**config.mk**
```make
export PLATFORM = sky130hd
export DESIGN_NAME = mem_port_arbiter
export DESIGN_NICKNAME = d
export VERILOG_FILES = /design/src/rtl/riscv_pkg.sv /design/src/rtl/mem_wdog.sv /design/src/rtl/mem_port_arbiter.sv
export SDC_FILE = /design/constraint.sdc
export NUM_CORES = 1
export LEC_CHECK = 0
export ABC_AREA = 1
export CAP_MARGIN = 20
export CORE_ASPECT_RATIO = 1.2
export CORE_UTILIZATION = 40
export DETAILED_ROUTE_END_ITERATION = 8
export PLACE_DENSITY = 0.79
export SLEW_MARGIN = 20
export SYNTH_ARGS = -nofsm -noshare
export SYNTH_HDL_FRONTEND = slang
export SYNTH_SLANG_ARGS = --single-unit
export TNS_END_PERCENT = 5
```
**constraint.sdc**
```tcl
create_clock -name clk -period 2 [get_ports clk]
set_clock_uncertainty 0.1 [all_clocks]
set_input_delay 0.3 -clock clk [delete_from_list [all_inputs] [get_ports clk]]
set_output_delay 0.3 -clock clk [all_outputs]
set_load 0.01 [all_outputs]
```
**src/rtl/riscv_pkg.sv**
```systemverilog
// Shared core definitions: decoder opcodes, arbiter state encodings and grant encoding
// for the unified memory port arbiter.
package riscv_pkg;

  localparam logic [6:0] lType = 7'b0000011;
  localparam logic [6:0] sType = 7'b0100011;

  typedef enum logic [1:0] {
    IDLE    = 2'b00,
    IF_BUSY = 2'b01,
    D_BUSY  = 2'b10
  } arb_state_t;

  localparam logic GNT_IF = 1'b0;
  localparam logic GNT_D  = 1'b1;

  // Data wins when it is the only requester, when data has fixed priority, or when
  // fetch held the previous grant under round-robin.
  function automatic logic grant_data(input logic want_if, input logic want_d,
                                      input logic data_first, input logic last_grant);
    return want_d & (~want_if | data_first | (last_grant == GNT_IF));
  endfunction

endpackage

```
**src/rtl/mem_wdog.sv**
```systemverilog
// Busy-state watchdog: counts busy cycles without ack and flags the cycle in which the
// access must be abandoned. Only instantiated when MEM_TIMEOUT_EN is defined.
module mem_wdog
  import riscv_pkg::*;
#(
  parameter int TIMEOUT_CYCLES = 16
) (
  input  logic clk,
  input  logic rst,
  input  logic i_busy,
  input  logic i_ack,
  output logic o_expire
);

  localparam int CW = (($clog2(TIMEOUT_CYCLES) + 1) > 5) ? ($clog2(TIMEOUT_CYCLES) + 1) : 5;

  logic [CW-1:0] r_wait_cnt;
  logic          w_at_limit;

  assign w_at_limit = (r_wait_cnt == CW'(TIMEOUT_CYCLES - 1));
  assign o_expire   = i_busy & ~i_ack & w_at_limit;

  // Held at zero outside busy states so every new access starts counting from zero.
  always_ff @(posedge clk) begin
    if (rst || !i_busy || i_ack || w_at_limit) begin
      r_wait_cnt <= '0;
    end else begin
      r_wait_cnt <= r_wait_cnt + {{(CW-1){1'b0}}, 1'b1};
    end
  end

endmodule

```
**src/rtl/mem_port_arbiter.sv**
```systemverilog
// Arbitrates the fetch and load/store paths onto one single-ported memory with a
// req/ack handshake. Define MEM_TIMEOUT_EN to abort accesses that never receive an ack.
module mem_port_arbiter
  import riscv_pkg::*;
#(
  parameter bit DATA_FIRST     = 1'b1,
  parameter int TIMEOUT_CYCLES = 16
) (
  input  logic        clk,
  input  logic        rst,
  input  logic        ifReq,
  input  logic [31:0] ifAddr,
  output logic [31:0] ifRdata,
  output logic        ifValid,
  input  logic        dReq,
  input  logic        dWe,
  input  logic [31:0] dAddr,
  input  logic [31:0] dWdata,
  output logic [31:0] dRdata,
  output logic        dValid,
  output logic        memReq,
  output logic        memWe,
  output logic [31:0] memAddr,
  output logic [31:0] memWdata,
  input  logic [31:0] memRdata,
  input  logic        memAck,
  output logic        busErr,
  output logic        stall
);

  arb_state_t  r_state, w_state_nxt;
  logic        r_last_grant, w_last_grant_nxt;
  logic        r_mem_req, w_mem_req_nxt;
  logic        r_mem_we, w_mem_we_nxt;
  logic [31:0] r_mem_addr, w_mem_addr_nxt;
  logic [31:0] r_mem_wdata, w_mem_wdata_nxt;
  logic [31:0] r_if_rdata, w_if_rdata_nxt;
  logic [31:0] r_d_rdata, w_d_rdata_nxt;
  logic        r_if_valid, w_if_valid_nxt;
  logic        r_d_valid, w_d_valid_nxt;
  logic        r_bus_err, w_bus_err_nxt;
  logic        w_want_if, w_want_d, w_busy, w_expire;

  // A requester whose completion pulse is showing is still holding its old request.
  assign w_want_if = ifReq & ~r_if_valid;
  assign w_want_d  = dReq & ~r_d_valid;
  assign w_busy    = (r_state != IDLE);

`ifdef MEM_TIMEOUT_EN
  mem_wdog #(
    .TIMEOUT_CYCLES(TIMEOUT_CYCLES)
  ) u_wdog (
    .clk      (clk),
    .rst      (rst),
    .i_busy   (w_busy),
    .i_ack    (memAck),
    .o_expire (w_expire)
  );
`else
  assign w_expire = 1'b0;
`endif

  // State register.
  always_ff @(posedge clk) begin
    if (rst) begin
      r_state <= IDLE;
    end else begin
      r_state <= w_state_nxt;
    end
  end

  // Next-state and next-register values; a timeout completes like an ack with zeroed data.
  always_comb begin
    w_state_nxt      = r_state;
    w_last_grant_nxt = r_last_grant;
    w_mem_req_nxt    = r_mem_req;
    w_mem_we_nxt     = r_mem_we;
    w_mem_addr_nxt   = r_mem_addr;
    w_mem_wdata_nxt  = r_mem_wdata;
    w_if_rdata_nxt   = r_if_rdata;
    w_d_rdata_nxt    = r_d_rdata;
    w_if_valid_nxt   = 1'b0;
    w_d_valid_nxt    = 1'b0;
    w_bus_err_nxt    = 1'b0;
    case (r_state)
      IDLE: begin
        if (grant_data(w_want_if, w_want_d, DATA_FIRST, r_last_grant)) begin
          w_state_nxt     = D_BUSY;
          w_mem_req_nxt   = 1'b1;
          w_mem_we_nxt    = dWe;
          w_mem_addr_nxt  = dAddr;
          w_mem_wdata_nxt = dWdata;
        end else if (w_want_if) begin
          w_state_nxt    = IF_BUSY;
          w_mem_req_nxt  = 1'b1;
          w_mem_we_nxt   = 1'b0;
          w_mem_addr_nxt = ifAddr;
        end else begin
          w_state_nxt = IDLE;
        end
      end
      IF_BUSY, D_BUSY: begin
        if (memAck || w_expire) begin
          w_state_nxt   = IDLE;
          w_mem_req_nxt = 1'b0;
          w_mem_we_nxt  = 1'b0;
          w_bus_err_nxt = ~memAck;
          if (r_state == D_BUSY) begin
            w_last_grant_nxt = GNT_D;
            w_d_valid_nxt    = 1'b1;
            if (!r_mem_we) begin
              w_d_rdata_nxt = memAck ? memRdata : 32'h0000_0000;
            end else begin
              w_d_rdata_nxt = r_d_rdata;
            end
          end else begin
            w_last_grant_nxt = GNT_IF;
            w_if_valid_nxt   = 1'b1;
            w_if_rdata_nxt   = memAck ? memRdata : 32'h0000_0000;
          end
        end else begin
          w_state_nxt = r_state;
        end
      end
      default: begin
        w_state_nxt   = IDLE;
        w_mem_req_nxt = 1'b0;
        w_mem_we_nxt  = 1'b0;
      end
    endcase
  end

  // Datapath and handshake registers; reset abandons any access in flight.
  always_ff @(posedge clk) begin
    if (rst) begin
      r_last_grant <= GNT_IF;
      r_mem_req    <= 1'b0;
      r_mem_we     <= 1'b0;
      r_mem_addr   <= 32'h0000_0000;
      r_mem_wdata  <= 32'h0000_0000;
      r_if_rdata   <= 32'h0000_0000;
      r_d_rdata    <= 32'h0000_0000;
      r_if_valid   <= 1'b0;
      r_d_valid    <= 1'b0;
      r_bus_err    <= 1'b0;
    end else begin
      r_last_grant <= w_last_grant_nxt;
      r_mem_req    <= w_mem_req_nxt;
      r_mem_we     <= w_mem_we_nxt;
      r_mem_addr   <= w_mem_addr_nxt;
      r_mem_wdata  <= w_mem_wdata_nxt;
      r_if_rdata   <= w_if_rdata_nxt;
      r_d_rdata    <= w_d_rdata_nxt;
      r_if_valid   <= w_if_valid_nxt;
      r_d_valid    <= w_d_valid_nxt;
      r_bus_err    <= w_bus_err_nxt;
    end
  end

  assign memReq   = r_mem_req;
  assign memWe    = r_mem_we;
  assign memAddr  = r_mem_addr;
  assign memWdata = r_mem_wdata;
  assign ifRdata  = r_if_rdata;
  assign dRdata   = r_d_rdata;
  assign ifValid  = r_if_valid;
  assign dValid   = r_d_valid;
  assign busErr   = r_bus_err;
  assign stall    = ~rst & ((ifReq & ~r_if_valid) | (dReq & ~r_d_valid));

endmodule

```
# Yosys cells after proc, flatten, opt, wreduce, memory -nomap -nowiden
# Cells that the tools add are included.
totals:
  regBits: 135
  latchBits: 0
  ramBits: 0
  mem_bits_ro: 0
  inputBits: 134
  mem_count: 0
op_classes:
  add_sub_neg: 0
  mul: 0
  div: 0
  magnitude_cmp: 0
  eq_ne: 4
  shifts: 0
  n_mux: 15
  n_bitwise: 11
  reduce_logical: 9
op_table:
  columns: ["cell", "n"]
  rows:
  - ["32-bit 2-to-1 mux", 2]
  - ["1-bit 2-to-1 mux", 8]
  - ["1-bit inverter", 7]
  - ["2-bit AND reduction", 3]
  - ["2-bit 2-to-1 mux", 2]
  - ["1-bit case mux with 2 select lines", 2]
  - ["2-bit case mux with 2 select lines", 1]
  - ["4-bit AND reduction", 1]
  - ["1-bit AND", 3]
  - ["3-bit inequality test (second input constant)", 1]
  - ["3-bit AND reduction", 1]
  - ["3-bit OR reduction", 1]
  - ["2-bit by 1-bit == test with 1-bit output (second input constant)", 1]
  - ["2-bit == test (second input constant)", 1]
  - ["2-bit zero test", 1]
  - ["2-bit inequality test (second input constant)", 1]
  - ["2-bit nonzero test", 1]
  - ["2-bit OR reduction", 1]
  - ["1-bit bitwise OR", 1]

# Logic depth before layout (Yosys ltp)
logic_depth:
  ltp_word: 5
  mapped_depth: 9
  ltp_nobuf: 8

# Worst setup path before layout
# Ideal clock, no wire load.
synth_timing:
  path_kind: "reg2reg"
  startpoint: "register r_state[1]"
  endpoint: "register r_if_rdata[10], in the netlist ifRdata[10]"
  arrival_ns: 1.300
  setup_slack_ns: 0.484
  stages_incl_launch_ff: 9
  n_path_buf: 1
  synth_period_minus_slack_ns: 1.516
  path_cell_list: "dfxtp_1 -> inv_1 -> ha_1 -> nand2_1 -> nor2_2 -> inv_1 -> buf_2 -> nor2_1 -> nor2_1"
synth_via:
  elab_chain_len: 3
  elab_cells_between_ends: 5
  cone_classes: "eq/ne (2); bitwise (1); reduce/logical (2)"
synth_rtl:
  columns: ["item", "line_no", "source"]
  rows:
  - ["from (decl)", "mem_port_arbiter.sv:31", "arb_state_t r_state, w_state_nxt;"]
  - ["from (signal assigned)", "mem_port_arbiter.sv:68", "r_state <= w_state_nxt;"]
  - ["2-bit == test or 2-bit by 1-bit == test with 1-bit output (tied branches)", null, null]
  - ["2-bit OR reduction or 1-bit inverter (tied branches)", null, null]
  - ["3-bit AND reduction (no source line) (*)", null, null]
  - ["to (signal assigned)", "mem_port_arbiter.sv:152", "r_if_rdata <= w_if_rdata_nxt;"]
  - ["to (decl)", "mem_port_arbiter.sv:37", "logic [31:0] r_if_rdata, w_if_rdata_nxt;"]
# Mark *: on every way between the ends. The rest lies on a longest branch, timed or not.
# A chain may end at the register's enable or synchronous reset.

# Worst setup path after layout
layout_timing:
  startpoint: "register r_if_valid, in the netlist ifValid"
  endpoint: "output port stall"
layout_via:
  elab_chain_len: 4
layout_rtl:
  columns: ["item", "line_no", "source"]
  rows:
  - ["from (decl)", "mem_port_arbiter.sv:39", "logic r_if_valid, w_if_valid_nxt;"]
  - ["from (signal assigned)", "mem_port_arbiter.sv:154", "r_if_valid <= w_if_valid_nxt;"]
  - ["1-bit inverter", "mem_port_arbiter.sv:169", "assign stall = ~rst & ((ifReq & ~r_if_valid) | (dReq & ~r_d_valid));"]
  - ["1-bit AND", "mem_port_arbiter.sv:169", null]
  - ["1-bit bitwise OR", "mem_port_arbiter.sv:169", null]
  - ["1-bit AND", "mem_port_arbiter.sv:169", null]
  - ["to (decl)", "mem_port_arbiter.sv:28", "output logic stall"]
# No other way between the ends.

==> impl_results.md <==
* Status: completed
* Syn Area/Cell at 7.32 um^2
* Critical Path Fanout Max at 2
* Htree depth at 4
* Register bit total from synthesis at approximately 140
* Post-synthesis cell type count at 20
* # setup viols final at 0
* Initial Utilization at 0.410
* Worst-case hold slack at between 300 and 400 ps
* Final GP Congestion at a little under 0.8
* Worst hold path type: in -> reg
* Worst EP arrival at around 1400 ps
* Clk Tree Root Cell: clkbuf_16
* Most frequent cells in the layout: 266 x clkdlybuf4s50_1, 194 x nor2_1, 139 x nand2_1
* R2R cell count at 7
* Die height at 127 um
* Post-route DRC at 0
* Synth Warn # at 0
* Final total power at roughly 8000 uW
* DR WL/cell at 14.5 um
* Hold Buf Count CTS at 0
* Diodes inserted at 0
* CTS max path bufs at 2
* CTS tree: yes
* Initial DRC Count at between 200 and 300
* Synthesized instance count at ~710
* Yosys top cell by area: dfxtp_1
* IO buf count at 267
* Max-slew violations at 0
* Post-synth top area share at 0.523
* Die area at roughly 13000 um^2
* Hpwl dp at around 11 mm
* Total Neg Setup Slack at 0 ps
* Fin cells at about 1100
* Worst Setup Path Type: reg -> out
* Hold EP: memWdata[1]$_SDFFE_PP0P_
* Worst IR Drop VDD at 0.537 mV
* Layout fillers at between 1000 and 1500
* Largest net degree at the start of global routing at 70
* Maximum clock rate at ~0.57 GHz
* Mapped Area at roughly 5200 um^2
* Hold Crit Start: dWdata[1]
* Synth area leaders: dfxtp_1 52%, nor2_1 14%, nand2_1 10%, o21ai_0 8.7%, a21oi_1 3.6%
* Worst R2R End: memReq$_SDFFE_PP0P_
* Clock sinks at 135
* GRT overflow at 0
* Total CTS buffers at 17
* PwrDens at approximately 950 nW/um^2
* Asr flop ratio synth at 0
* Post-CTS Setup Inserts at 0
* First-pass GRT wire length at 25.9 mm
* Fin util at 0.683
* Chip Width at 106 um
* Lkg Pwr at approximately 0.0036 uW
* Ports at 268
* Register area share after synthesis at 0.523
* Hold path depth at 3
* Crit path launch type: flop
* Commonest non-fill, non-tap cell in the layout: clkdlybuf4s50_1
* Number of synthesized flops with an enable pin at 0
* Startpoint of the worst register-to-register path: dValid$_SDFF_PP0_
* Final net count at between 1000 and 1500
* Fin. Hold Viols at 0
* GRT Util Overall at 0.246
* Syn Nets at approximately 840
* DRT Pass-1 Iters at 5
* Clock Latency Late Sink at 400 ps
* RSZ-0062 raised after global routing: no
* DR vias/cell at 4.83
* Cells after DPL at about 1100
* Antenna Nets Post-Route at 0
* CP required at about 1600 ps
* Worst reg2reg setup slack at 270 ps
* Area grow syn2layout at 66.5%
* Core Region at between 10000 and 15000 um^2
* Row count at 45
* CP endpoint kind: output port
* Vias in the first global route at between 5000 and 6000
* Vias at ~5500
* Main flop type after synthesis: dfxtp_1
* Maxcap violations at 0
* DRT Wirelength at roughly 17 mm
* Reg clk slew, reported paths at roughly 60 ps
* Fin crit period at 1770 ps
* Final worst path period share at 0.884
* Initial antenna violation count at 0
* Share of cells above drive strength 1 at 0.0595
layout make-up:
cell class | instances | area, um^2 | area share
Timing Repair Buffer | 285 | 2840 | 0.330
Sequential cell | 135 | 2700 | 0.314
Multi-Input combinational cell | 512 | 2190 | 0.254
Clock buffer | 19 | 453 | 0.0526
Tap cell | 164 | 205 | 0.0238
Clock inverter | 12 | 175 | 0.0203
Inverter | 11 | 41.3 | 0.00480
power by group:
part	switching [uW]	internal (uW)
clock network	1150	2140
registers	139	2970
logic	817	924
total	2100	6040
Yosys cell counts, types with 5 or more instances:
library cell and instances:
dfxtp_1 135, o21ai_1 7, buf_1 5, nand3_1 36, buf_4 8, a21oi_1 37, o21ai_0 90, nand2_1 139
buf_2 21, clkbuf_1 13, inv_1 7, nor2_1 194
worst max-delay path, cell delays in order (launching register included):
cell and delay, ps:
dfxtp_1 330, inv_1 50, nand2_1 60, a21oi_1 230
dlygate4sd2_1 300
worst max-delay path by stage:
stage	startpoint	endpoint
global route	r_state[1]$_SDFFE_PP0P_	ifRdata[29]$_SDFFE_PP0P_
detailed placement	dReq	memReq$_SDFFE_PP0P_
floorplan	r_state[1]$_SDFFE_PP0P_	ifRdata[10]$_SDFFE_PP0P_
finish	ifValid$_SDFF_PP0_	stall
CTS	ifValid$_SDFF_PP0_	stall
global placement	dReq	memReq$_SDFFE_PP0P_
layer usage:
| layer | share of wire | vias up | track usage |
|---|---|---|---|
| met4 | 0.015 | 0 | 0.0833 |
| met2 | 0.49 | 209 | 0.421 |
| met1 | 0.40 | 2508 | 0.280 |
| met3 | 0.092 | 18 | 0.0930 |
| met5 | 0 | - | 0 |
| li1 | - | 2766 | - |
registers in the layout, summed over array words and instances, names as in the netlist:
register and flops:
dValid 1, memWdata 32, dRdata 32, memAddr 32, busErr 1, r_state 2
memReq 1, ifValid 1, memWe 1, ifRdata 32
metrics by stage:
step	area [um^2]	worst slack (ps)
after global placement	7980	-48.6
after CTS	8610	220
after floorplan	5170	484
after detailed placement	7980	-110
final	8610	232
after global routing	8610	135
what timing repair did:
item / CTS / global route
hold endpoints to repair: 0 / 0
endpoints found under the setup margin: 1 / 0
gates resized for setup: 1 / 0
kinds of logic after synthesis:
| group | count (synthesis) | synth area share |
|---|---|---|
| AO/OA/AOI/OAI | 134 | 0.130 |
| AND/OR/NAND/NOR | 374 | 0.286 |
| other | 1 | 0.000725 |
| flip-flops | 135 | 0.523 |
| buffers and inverters | 59 | 0.0540 |
| adder cells (fa/ha/maj) | 3 | 0.00726 |
(Power assumes the default switching activity.)
